File: config.mk
export PLATFORM = sky130hd
export DESIGN_NAME = sys_cmd_host
export DESIGN_NICKNAME = d
export VERILOG_FILES = /design/src/rtl/sys_cmd_pkg.sv /design/src/rtl/sys_cmd_timer.sv /design/src/rtl/sys_cmd_host.sv
export SDC_FILE = /design/constraint.sdc
export NUM_CORES = 1
export LEC_CHECK = 0
export CAP_MARGIN = 40
export CORE_MARGIN = 5
export CORE_UTILIZATION = 35
export CTS_BUF_LIST = sky130_fd_sc_hd__clkbuf_8
export CTS_CLUSTER_DIAMETER = 30
export CTS_CLUSTER_SIZE = 40
export DETAILED_ROUTE_END_ITERATION = 12
export HOLD_SLACK_MARGIN = 0.12
export MAX_ROUTING_LAYER = met4
export PLACE_DENSITY = 0.54
export SYNTH_ARGS = -nofsm -noshare
export SYNTH_HDL_FRONTEND = slang
export SYNTH_SLANG_ARGS = --single-unit
File: constraint.sdc
create_clock -name CLK -period 3.4 [get_ports CLK]
set_clock_uncertainty 0.1 [all_clocks]
set_input_delay 0.68 -clock CLK [delete_from_list [all_inputs] [get_ports CLK]]
set_output_delay 0.68 -clock CLK [all_outputs]
set_load 0.01 [all_outputs]
File: src/rtl/sys_cmd_pkg.sv
// Shared types for the UART command host: opcodes, command encoding,
// FSM states and frame/response length helpers.
package sys_cmd_pkg;

  localparam logic [7:0] RF_WR_CMD   = 8'hAA;
  localparam logic [7:0] RF_RD_CMD   = 8'hBB;
  localparam logic [7:0] ALU_OP_CMD  = 8'hCC;
  localparam logic [7:0] ALU_NOP_CMD = 8'hDD;

  typedef enum logic [1:0] {
    RF_WR   = 2'd0,
    RF_RD   = 2'd1,
    ALU_OP  = 2'd2,
    ALU_NOP = 2'd3
  } cmd_type_e;

  typedef enum logic [2:0] {
    S_IDLE,
    S_SEND,
    S_WAIT_HI,
    S_WAIT_LO,
    S_RECV,
    S_DONE
  } state_e;

  function automatic logic [2:0] frame_len(input cmd_type_e t);
    case (t)
      RF_WR:   return 3'd3;
      RF_RD:   return 3'd2;
      ALU_OP:  return 3'd4;
      default: return 3'd2;
    endcase
  endfunction

  function automatic logic [1:0] rsp_len(input cmd_type_e t);
    case (t)
      RF_WR:   return 2'd0;
      RF_RD:   return 2'd1;
      default: return 2'd2;
    endcase
  endfunction

  function automatic logic [7:0] opcode(input cmd_type_e t);
    case (t)
      RF_WR:   return RF_WR_CMD;
      RF_RD:   return RF_RD_CMD;
      ALU_OP:  return ALU_OP_CMD;
      default: return ALU_NOP_CMD;
    endcase
  endfunction

endpackage

File: src/rtl/sys_cmd_timer.sv
// Response-wait watchdog for sys_cmd_host; only built when
// SYS_CMD_HOST_TIMEOUT_EN is defined.
`ifdef SYS_CMD_HOST_TIMEOUT_EN
module sys_cmd_timer #(
  parameter int unsigned TIMEOUT_CYCLES = 65535
) (
  input  logic clk,
  input  logic rst,
  input  logic run,
  input  logic restart,
  output logic expired
);

  localparam int CW =
    (TIMEOUT_CYCLES > 2) ? $clog2(TIMEOUT_CYCLES) : 1;
  localparam logic [CW-1:0] LAST = CW'(TIMEOUT_CYCLES - 1);

  logic [CW-1:0] cnt;

  always_ff @(posedge clk or posedge rst) begin
    if (rst) begin
      cnt <= '0;
    end else if (!run || restart) begin
      cnt <= '0;
    end else begin
      cnt <= cnt + 1'b1;
    end
  end

  assign expired = run && !restart && (cnt == LAST);

endmodule
`endif

File: src/rtl/sys_cmd_host.sv
// Host-side UART command initiator: serialises one command into frame
// bytes and collects the response. Option: SYS_CMD_HOST_TIMEOUT_EN.
module sys_cmd_host
  import sys_cmd_pkg::*;
#(
  parameter int unsigned DATA_WIDTH     = 8,
  parameter int unsigned ADDR           = 4,
  parameter int unsigned ALU_OUT_WIDTH  = 16,
  parameter int unsigned TIMEOUT_CYCLES = 65535
) (
  input  logic                     CLK,
  input  logic                     RST,
  input  logic                     CMD_VLD,
  output logic                     CMD_RDY,
  input  logic [1:0]               CMD_TYPE,
  input  logic [ADDR-1:0]          CMD_ADDR,
  input  logic [DATA_WIDTH-1:0]    CMD_DATA,
  input  logic [DATA_WIDTH-1:0]    CMD_OPB,
  input  logic [3:0]               CMD_FUN,
  output logic [DATA_WIDTH-1:0]    TX_P_DATA,
  output logic                     TX_D_VLD,
  input  logic                     TX_BUSY,
  input  logic [DATA_WIDTH-1:0]    RX_P_DATA,
  input  logic                     RX_D_VLD,
  output logic [ALU_OUT_WIDTH-1:0] RSP_DATA,
  output logic                     RSP_VLD,
  output logic                     RSP_TIMEOUT
);

  state_e                   state, state_nx;
  cmd_type_e                typ_q, t;
  logic [ADDR-1:0]          addr_q, a;
  logic [DATA_WIDTH-1:0]    data_q, d;
  logic [DATA_WIDTH-1:0]    opb_q, b;
  logic [3:0]               fun_q, f;
  logic [2:0]               len_q;
  logic [2:0]               idx_q, idx_nx;
  logic [1:0]               rcnt_q, rcnt_nx;
  logic [ALU_OUT_WIDTH-1:0] buf_q, buf_nx;
  logic [DATA_WIDTH-1:0]    byte_nx;
  logic                     ld;
  logic                     tmo_nx;
  logic                     expired;

`ifdef SYS_CMD_HOST_TIMEOUT_EN
  sys_cmd_timer #(
    .TIMEOUT_CYCLES(TIMEOUT_CYCLES)
  ) u_timer (
    .clk    (CLK),
    .rst    (RST),
    .run    (state == S_RECV),
    .restart(RX_D_VLD),
    .expired(expired)
  );
`else
  logic [31:0] unused_tmo;
  assign unused_tmo = TIMEOUT_CYCLES;
  assign expired    = 1'b0;
`endif

  always_comb begin
    state_nx = state;
    idx_nx   = idx_q;
    rcnt_nx  = rcnt_q;
    buf_nx   = buf_q;
    ld       = 1'b0;
    tmo_nx   = 1'b0;
    unique case (state)
      S_IDLE: begin
        if (CMD_VLD && CMD_RDY) begin
          ld       = 1'b1;
          idx_nx   = '0;
          rcnt_nx  = '0;
          buf_nx   = '0;
          state_nx = S_SEND;
        end
      end
      S_SEND: state_nx = S_WAIT_HI;
      S_WAIT_HI: begin
        if (TX_BUSY) state_nx = S_WAIT_LO;
      end
      S_WAIT_LO: begin
        if (!TX_BUSY) begin
          if (idx_q + 3'd1 < len_q) begin
            idx_nx   = idx_q + 3'd1;
            state_nx = S_SEND;
          end else if (rsp_len(typ_q) == 2'd0) begin
            state_nx = S_DONE;
          end else begin
            state_nx = S_RECV;
          end
        end
      end
      S_RECV: begin
        if (RX_D_VLD) begin
          if (rcnt_q == 2'd0)
            buf_nx[DATA_WIDTH-1:0] = RX_P_DATA;
          else
            buf_nx[DATA_WIDTH +: DATA_WIDTH] = RX_P_DATA;
          rcnt_nx = rcnt_q + 2'd1;
          if (rcnt_nx == rsp_len(typ_q)) state_nx = S_DONE;
        end else if (expired) begin
          tmo_nx   = 1'b1;
          state_nx = S_DONE;
        end
      end
      S_DONE:  state_nx = S_IDLE;
      default: state_nx = S_IDLE;
    endcase
  end

  // Byte for the next SEND; fields come straight from the inputs on accept
  always_comb begin
    t       = ld ? cmd_type_e'(CMD_TYPE) : typ_q;
    a       = ld ? CMD_ADDR : addr_q;
    d       = ld ? CMD_DATA : data_q;
    b       = ld ? CMD_OPB : opb_q;
    f       = ld ? CMD_FUN : fun_q;
    byte_nx = '0;
    case (idx_nx)
      3'd0: byte_nx = DATA_WIDTH'(opcode(t));
      3'd1: begin
        if (t == ALU_NOP)     byte_nx = DATA_WIDTH'(f);
        else if (t == ALU_OP) byte_nx = d;
        else                  byte_nx = DATA_WIDTH'(a);
      end
      3'd2:    byte_nx = (t == ALU_OP) ? b : d;
      3'd3:    byte_nx = DATA_WIDTH'(f);
      default: byte_nx = '0;
    endcase
  end

  always_ff @(posedge CLK or posedge RST) begin
    if (RST) begin
      state       <= S_IDLE;
      typ_q       <= RF_WR;
      addr_q      <= '0;
      data_q      <= '0;
      opb_q       <= '0;
      fun_q       <= '0;
      len_q       <= '0;
      idx_q       <= '0;
      rcnt_q      <= '0;
      buf_q       <= '0;
      CMD_RDY     <= 1'b0;
      TX_P_DATA   <= '0;
      TX_D_VLD    <= 1'b0;
      RSP_DATA    <= '0;
      RSP_VLD     <= 1'b0;
      RSP_TIMEOUT <= 1'b0;
    end else begin
      state  <= state_nx;
      idx_q  <= idx_nx;
      rcnt_q <= rcnt_nx;
      buf_q  <= buf_nx;
      if (ld) begin
        typ_q  <= t;
        addr_q <= a;
        data_q <= d;
        opb_q  <= b;
        fun_q  <= f;
        len_q  <= frame_len(t);
      end
      CMD_RDY  <= (state_nx == S_IDLE);
      TX_D_VLD <= (state_nx == S_SEND);
      if (state_nx == S_SEND) TX_P_DATA <= byte_nx;
      RSP_VLD     <= (state_nx == S_DONE);
      RSP_TIMEOUT <= tmo_nx;
      if (state_nx == S_DONE) RSP_DATA <= buf_nx;
    end
  end

endmodule

==> results_dict.tcl, run 1 <==
set metrics [dict create \
    worstSetupStartpoint "idx_q[1]$_DFF_PP0_" \
    rr_endpoint "TX_P_DATA[0]$_DFFE_PP0P_" \
    grt_max_degree 58 \
    die_w_um 116 \
    powerDensity_nw_per_um2 865 \
    wl_per_cell_um 16.1 \
    dieArea_um2 13300 \
    antenna_found_initial 0 \
    r2r_start "idx_q[1]$_DFF_PP0_" \
    fin_crit_ps 3000 \
    r2r_slack_ps 400 \
    areaGrowthSynthToFinish_pct 27.3 \
    irDropWorstVdd_mv 0.319 \
    worst_pin_slew_ps 532 \
    synth_ff_type "dfrtp_1" \
    setup_slack_ps 401 \
    cp.arrival_ps 3190 \
    regArea_um2 2000 \
    rsz0062_at_grt "no" \
    r2r_cells 11 \
    path_class "flip-flop to flip-flop" \
    cts_buffers 9 \
    grt-ovfl-total 0 \
    avgSynthCellArea_um2 10.3 \
    wirelength_um 9570 \
    ys_ff_latch 80 \
    drtPass1Iterations 4 \
    max_freq_mhz 333 \
    port_buffers 65 \
    power_mw 4.29 \
    relSlewSlack_pct 64.6 \
    async_reset_ff_share_pct 100 \
    drv_slew 0 \
    clockBufferDepth 2 \
    drt_iter0_markers 127 \
    synth_cell_types 66 \
    total_leakage_power_nw 2.25 \
    cp_data_required_time_ps 3600 \
    postSynthNetCount 420 \
    first_global_vias 3082 \
    remaining_drc_errors 0 \
    setup-tns-final_ps 0 \
    routabilityCongestion 0.828 \
    setup_viol 0 \
    dp_slack_ps 343 \
    cp-start-kind "flip-flop" \
    netlist_area_um2 3900 \
    holdCritPathClass "flip-flop to flip-flop" \
    antenna_cells 0 \
    grt_use_total_pct 15.5 \
    fill_cells 1043 \
    coreArea_um2 10900 \
    synthCells 377 \
    crit_path_max_fanout 9 \
    hold_violations 0 \
    drive_above_1_share_pct 17.6 \
    yosysSeqAreaShare_pct 51.4 \
    ys_warn_count 0 \
    ant_nets 0 \
    path_clk_slew_ps 90 \
    via_per_inst 4.92 \
    multi_input_area_um2 1730 \
    die_h_um 116 \
    num_vias 2925 \
    start_util_pct 35.8 \
    cts-root-buf "clkbuf_8" \
    cts_setup_buffers 0 \
    final_cell_mix "nand2_1 (93), dfrtp_1 (80), clkdlybuf4s50_1 (65), mux2_2 (29), o21ai_0 (25)" \
    hold_path_startpoint "addr_q[2]$_DFFE_PP0P_" \
    grt_pass1_wl_um 15600 \
    nNetsFinal 493 \
    post-route-period-util_pct 88.2 \
    num_io_pins 67 \
    holdPathStages 2 \
    rows 38 \
    cts_htree_levels 3 \
    dp_hpwl_um 6940 \
    cap_viol_max_count 0 \
    insertion_delay_ps 350 \
    outcome "finished clean" \
    cts_sinks 80 \
    synth_edf_count 0 \
    layout_commonest_cell "nand2_1" \
    postCtsHoldBufs 0 \
    critPathCaptureType "flip-flop" \
    cts-resized-gates 0 \
    tritoncts "done" \
    hold_end "addr_q[2]$_DFFE_PP0P_" \
]
sequential cells by signal (all words and copies together) (netlist names):
| register | flops |
|---|---|
| typ_q | 2 |
| addr_q | 4 |
| CMD_RDY | 1 |
| TX_P_DATA | 8 |
| buf_q | 16 |
| state | 3 |
| fun_q | 4 |
| len_q | 3 |
| RSP_DATA | 16 |
| data_q | 8 |
| RSP_VLD | 1 |
| idx_q | 3 |
| rcnt_q | 2 |
| opb_q | 8 |
| TX_D_VLD | 1 |
layout make-up:
cell class	count	area share (%)
clock buffers	9	2.50
clock inverters	7	1.72
inverters	14	1.14
multi-input cells	264	35.0
flip-flops and latches	80	40.4
well taps	140	3.53
repair buffers	81	15.8
worst max-delay path by stage:
| stage | endpoint | slack [ps] | depth (start not counted) |
|---|---|---|---|
| 6_report | TX_P_DATA[0]$_DFFE_PP0P_ | 400 | 11 |
| 5_1_grt | TX_P_DATA[3]$_DFFE_PP0P_ | 180 | 11 |
| 4_1_cts | TX_P_DATA[0]$_DFFE_PP0P_ | 410 | 11 |
| 3_5_place_dp | TX_P_DATA[0]$_DFFE_PP0P_ | 340 | 8 |
| 3_3_place_gp | TX_P_DATA[0]$_DFFE_PP0P_ | 370 | 8 |
| 2_1_floorplan | CMD_RDY$_DFF_PP0_ | 570 | 1 |
per-layer routing:
layer	vias up	global-route usage, %	wire, um
li1	1456	-	-
met1	1400	20.6	4550
met2	56	23.3	4480
met3	13	3.13	370
met4	0	5.95	165
met5	-	-	0
Yosys cell counts (2+ instances only):
master | instances | area, um2
mux2i_1 | 18 | 180
and3_1 | 2 | 12.5
ha_1 | 4 | 50.1
buf_2 | 6 | 30.0
a32oi_1 | 2 | 17.5
nor2b_1 | 2 | 12.5
mux2_2 | 29 | 327
nor2_1 | 7 | 26.3
inv_1 | 12 | 45.0
nand2b_1 | 5 | 31.3
buf_6 | 2 | 22.5
a21oi_1 | 9 | 45.0
nand3b_1 | 4 | 30.0
a21o_1 | 3 | 22.5
clkbuf_1 | 7 | 26.3
a31oi_1 | 2 | 12.5
buf_4 | 3 | 22.5
o211ai_1 | 3 | 22.5
nand2_1 | 93 | 349
a22o_1 | 2 | 17.5
xor2_1 | 2 | 17.5
nor3_1 | 4 | 20.0
o31ai_1 | 3 | 22.5
a211oi_1 | 2 | 15.0
o32a_1 | 2 | 20.0
dfrtp_1 | 80 | 2000
o21ai_0 | 25 | 125
nand3_1 | 6 | 30.0
critical path, stage by stage, from the launching register on:
cell and delay, ps:
dfrtp_1 440, ha_1 230, xor2_1 150, ha_1 290
a21oi_1 270, o21ai_2 150, o21ai_1 290, o21ba_2 300
inv_2 130, o32a_1 350, o211ai_1 100, a22o_1 160
cells by family (layout without fill, tap and decap cells):
group	after synthesis	in the layout	synth area share [%]
buf+inv	33	111	4.11
simple gates	138	138	16.3
xor+xnor	3	3	0.674
flops	80	80	51.4
mux	47	47	13.0
other cells	1	1	0.0962
fa+ha+maj	4	4	1.28
compound gates	71	71	13.1
power by group:
group / internal (mW) / total, mW / leakage [nW] / switching, mW
combinational: 0.953 / 1.97 / 1.10 / 1.02
sequential: 1.34 / 1.57 / 1.04 / 0.230
clock: 0.357 / 0.747 / 0.107 / 0.390
total: 2.65 / 4.29 / 2.25 / 1.64
through the flow:
step                      cell area (um2)  instances  hold WS (ps)  util (%)
after floorplan                      3900        377           336         -
after global placement               4750        579           362      43.6
after detailed placement             4750        579           369      43.6
after CTS                            4960        595           390      45.6
after global routing                 4960        595           412      45.6
final                                4960        595           380      45.6
(Power assumes the default switching activity.)
==> run 2: changes to the inputs <==
Settings changed: HOLD_SLACK_MARGIN 0.12 to 0.03, MAX_ROUTING_LAYER met4 to not set, SYNTH_HIERARCHICAL set to 1.
==> run 2 against run 1 <==
  * Setup slack lost 0.84 ps
  * Critical endpoint unchanged
  * Largest cell class unchanged
  * Global-route usage down 0.45 points
  * Highest routed layer unchanged
  * Hold slack hardly changed
==> results_dict.tcl, run 2 <==
set metrics [dict create \
    outcome "finished clean" \
    grt_pass1_wl_um 15700 \
    via_per_inst 4.89 \
    powerDensity_nw_per_um2 865 \
    first_global_vias 3067 \
    synthCells 377 \
    setup_viol 0 \
    synth_edf_count 0 \
    ys_warn_count 6 \
    max_freq_mhz 333 \
    r2r_slack_ps 400 \
    nNetsFinal 493 \
    worstSetupStartpoint "idx_q[1]$_DFF_PP0_" \
    cp-start-kind "flip-flop" \
    cp.arrival_ps 3200 \
    cp_num_buf_inv 1 \
    worst_pin_slew_ps 528 \
    crit_top_cell "ha_1" \
    insertion_delay_ps 350 \
    cp_data_required_time_ps 3600 \
    num_io_pins 67 \
    rr_endpoint "TX_P_DATA[0]$_DFFE_PP0P_" \
    path_class "flip-flop to flip-flop" \
    start_util_pct 35.8 \
    wl_per_cell_um 16.1 \
    die_w_um 116 \
    cts_htree_levels 3 \
    top_regs "RSP_DATA: 16 flops, buf_q: 16 flops" \
    worstSetupPathDepth 11 \
    crit_path_max_incr_delay_ps 440 \
    wirelength_um 9580 \
    grt_max_degree 58 \
    tritoncts "done" \
    cap_viol_max_count 0 \
    cts-root-buf "clkbuf_8" \
    critPathCaptureType "flip-flop" \
    holdCritPathClass "flip-flop to flip-flop" \
    final_cell_mix "nand2_1 (93), dfrtp_1 (80), clkdlybuf4s50_1 (65), mux2_2 (29), o21ai_0 (25)" \
    post-route-period-util_pct 88.2 \
    routabilityCongestion 0.816 \
    dieArea_um2 13300 \
    coreArea_um2 10900 \
    avgSynthCellArea_um2 10.3 \
    utilization_pct 45.6 \
    die_h_um 116 \
    cts_buffers 9 \
    rows 38 \
    total_leakage_power_nw 2.25 \
    grt-ovfl-total 0 \
    ant_nets 0 \
    r2r_cells 11 \
    cts-resized-gates 0 \
    areaGrowthSynthToFinish_pct 27.3 \
    yosysMostFrequentCell "nand2_1" \
    yosysTopAreaCell "dfrtp_1" \
    synth_top_cells_by_count "nand2_1 (93), dfrtp_1 (80), mux2_2 (29)" \
    drtPass1Iterations 4 \
    irDropWorstVdd_mv 0.320 \
    antenna_found_initial 0 \
    drv_slew 0 \
    fin_crit_ps 3000 \
    synthTopCellsByArea "dfrtp_1 (51%), nand2_1 (9.0%), mux2_2 (8.4%), mux2i_1 (4.6%), o21ai_0 (3.2%)" \
    setup-tns-final_ps 0 \
    crit_path_max_fanout 9 \
    postSynthNetCount 420 \
    rsz0062_at_grt "no" \
    endpoint "TX_P_DATA[0]$_DFFE_PP0P_" \
    hold_violations 0 \
    async_reset_ff_share_pct 100 \
    grt_use_total_pct 15.0 \
    dp_hpwl_um 6940 \
    path_delay_family "compound AO/OA/AOI/OAI gates" \
    fill_cells 1043 \
    netlist.area_leader.share_pct 51.4 \
    synth_ff_type "dfrtp_1" \
    cts_setup_buffers 0 \
    cp_slowest_cell "dfrtp_1" \
    num_vias 2908 \
    relSlewSlack_pct 64.8 \
    ys_ff_latch 80 \
    synth_cell_types 66 \
    path_clk_slew_ps 100 \
    r2r_start "idx_q[1]$_DFF_PP0_" \
    postCtsHoldBufs 0 \
    clockBufferDepth 2 \
    path_cells "ha_1 > xor2_1 > ha_1 > a21oi_1 > o21ai_2 > o21ai_1 > o21ba_2 > inv_2 > o32a_1 > o211ai_1 > a22o_1" \
    remaining_drc_errors 0 \
    drt_iter0_markers 120 \
    netlist_area_um2 3900 \
    drive_above_1_share_pct 17.6 \
    antenna_cells 0 \
    port_buffers 65 \
    yosysSeqAreaShare_pct 51.4 \
    cts_sinks 80 \
    hold_path_startpoint "addr_q[2]$_DFFE_PP0P_" \
    layout_commonest_cell "nand2_1" \
]
[run 2: layout make-up]
class / instances / area, um2 / share of cell area, %
inverters: 14 / 56.3 / 1.14
multi-input cells: 264 / 1730 / 35.0
flip-flops and latches: 80 / 2000 / 40.4
repair buffers: 81 / 783 / 15.8
clock buffers: 9 / 124 / 2.50
clock inverters: 7 / 85.1 / 1.72
well taps: 140 / 175 / 3.53
[run 2: kinds of logic (layout without fill, tap and decap cells)]
kind of cell / count (synthesis) / in the layout / share of synthesized area, %
and+or+nand+nor: 138 / 138 / 16.3
DFF: 80 / 80 / 51.4
AOI/OAI and AO/OA: 71 / 71 / 13.1
muxes: 47 / 47 / 13.0
buffers and inverters: 33 / 111 / 4.11
adders and majority gates: 4 / 4 / 1.28
xor gates and xnor gates: 3 / 3 / 0.674
other: 1 / 1 / 0.0962
[run 2: through the flow]
step | std cells | total power, mW | setup slack, ps | hold slack (ps) | cell area (um2)
global placement | 579 | 3.54 | 368 | 362 | 4750
detailed placement | 579 | 3.56 | 343 | 369 | 4750
global route | 595 | 4.60 | 180 | 412 | 4960
floorplan | 377 | 2.86 | 568 | 336 | 3900
CTS | 595 | 4.32 | 411 | 390 | 4960
finish | 595 | 4.29 | 401 | 380 | 4960
[run 2: worst min path at each step]
stage / end / slack (ps) / cells after the start
after global routing: opb_q[5]$_DFFE_PP0P_ / 410 / 2
after detailed placement: opb_q[4]$_DFFE_PP0P_ / 370 / 2
final: addr_q[2]$_DFFE_PP0P_ / 380 / 2
after CTS: opb_q[4]$_DFFE_PP0P_ / 390 / 2
after global placement: opb_q[5]$_DFFE_PP0P_ / 360 / 2
after floorplan: addr_q[1]$_DFFE_PP0P_ / 340 / 2
[run 2: worst min-delay path, cell delays in order, from the launching register on]
cell and delay, ps:
dfrtp_1 330, nand2_1 40, nand2_1 70
[run 2: power breakdown]
part,switching (mW),internal (mW)
Clock,0.396,0.357
Sequential,0.230,1.34
Combinational,1.01,0.953
[run 2: routing by layer]
metal  vias up  wire length (um)  GRT usage (%)
met3        16               462           3.97
met1      1384              4520           20.0
li1       1455                 -              -
met2        53              4400           23.4
met4         0               196           5.95
met5         -                 0              0
==> run 3: changes to the inputs <==
Settings changed: GPL_TIMING_DRIVEN set to 1, SYNTH_HIERARCHICAL 1 to not set.
==> results of run 3 <==
Final layout, timing and power as in run 2 (identical DEF).
Among the figures that moved: Yosys warning count 6 -> 0
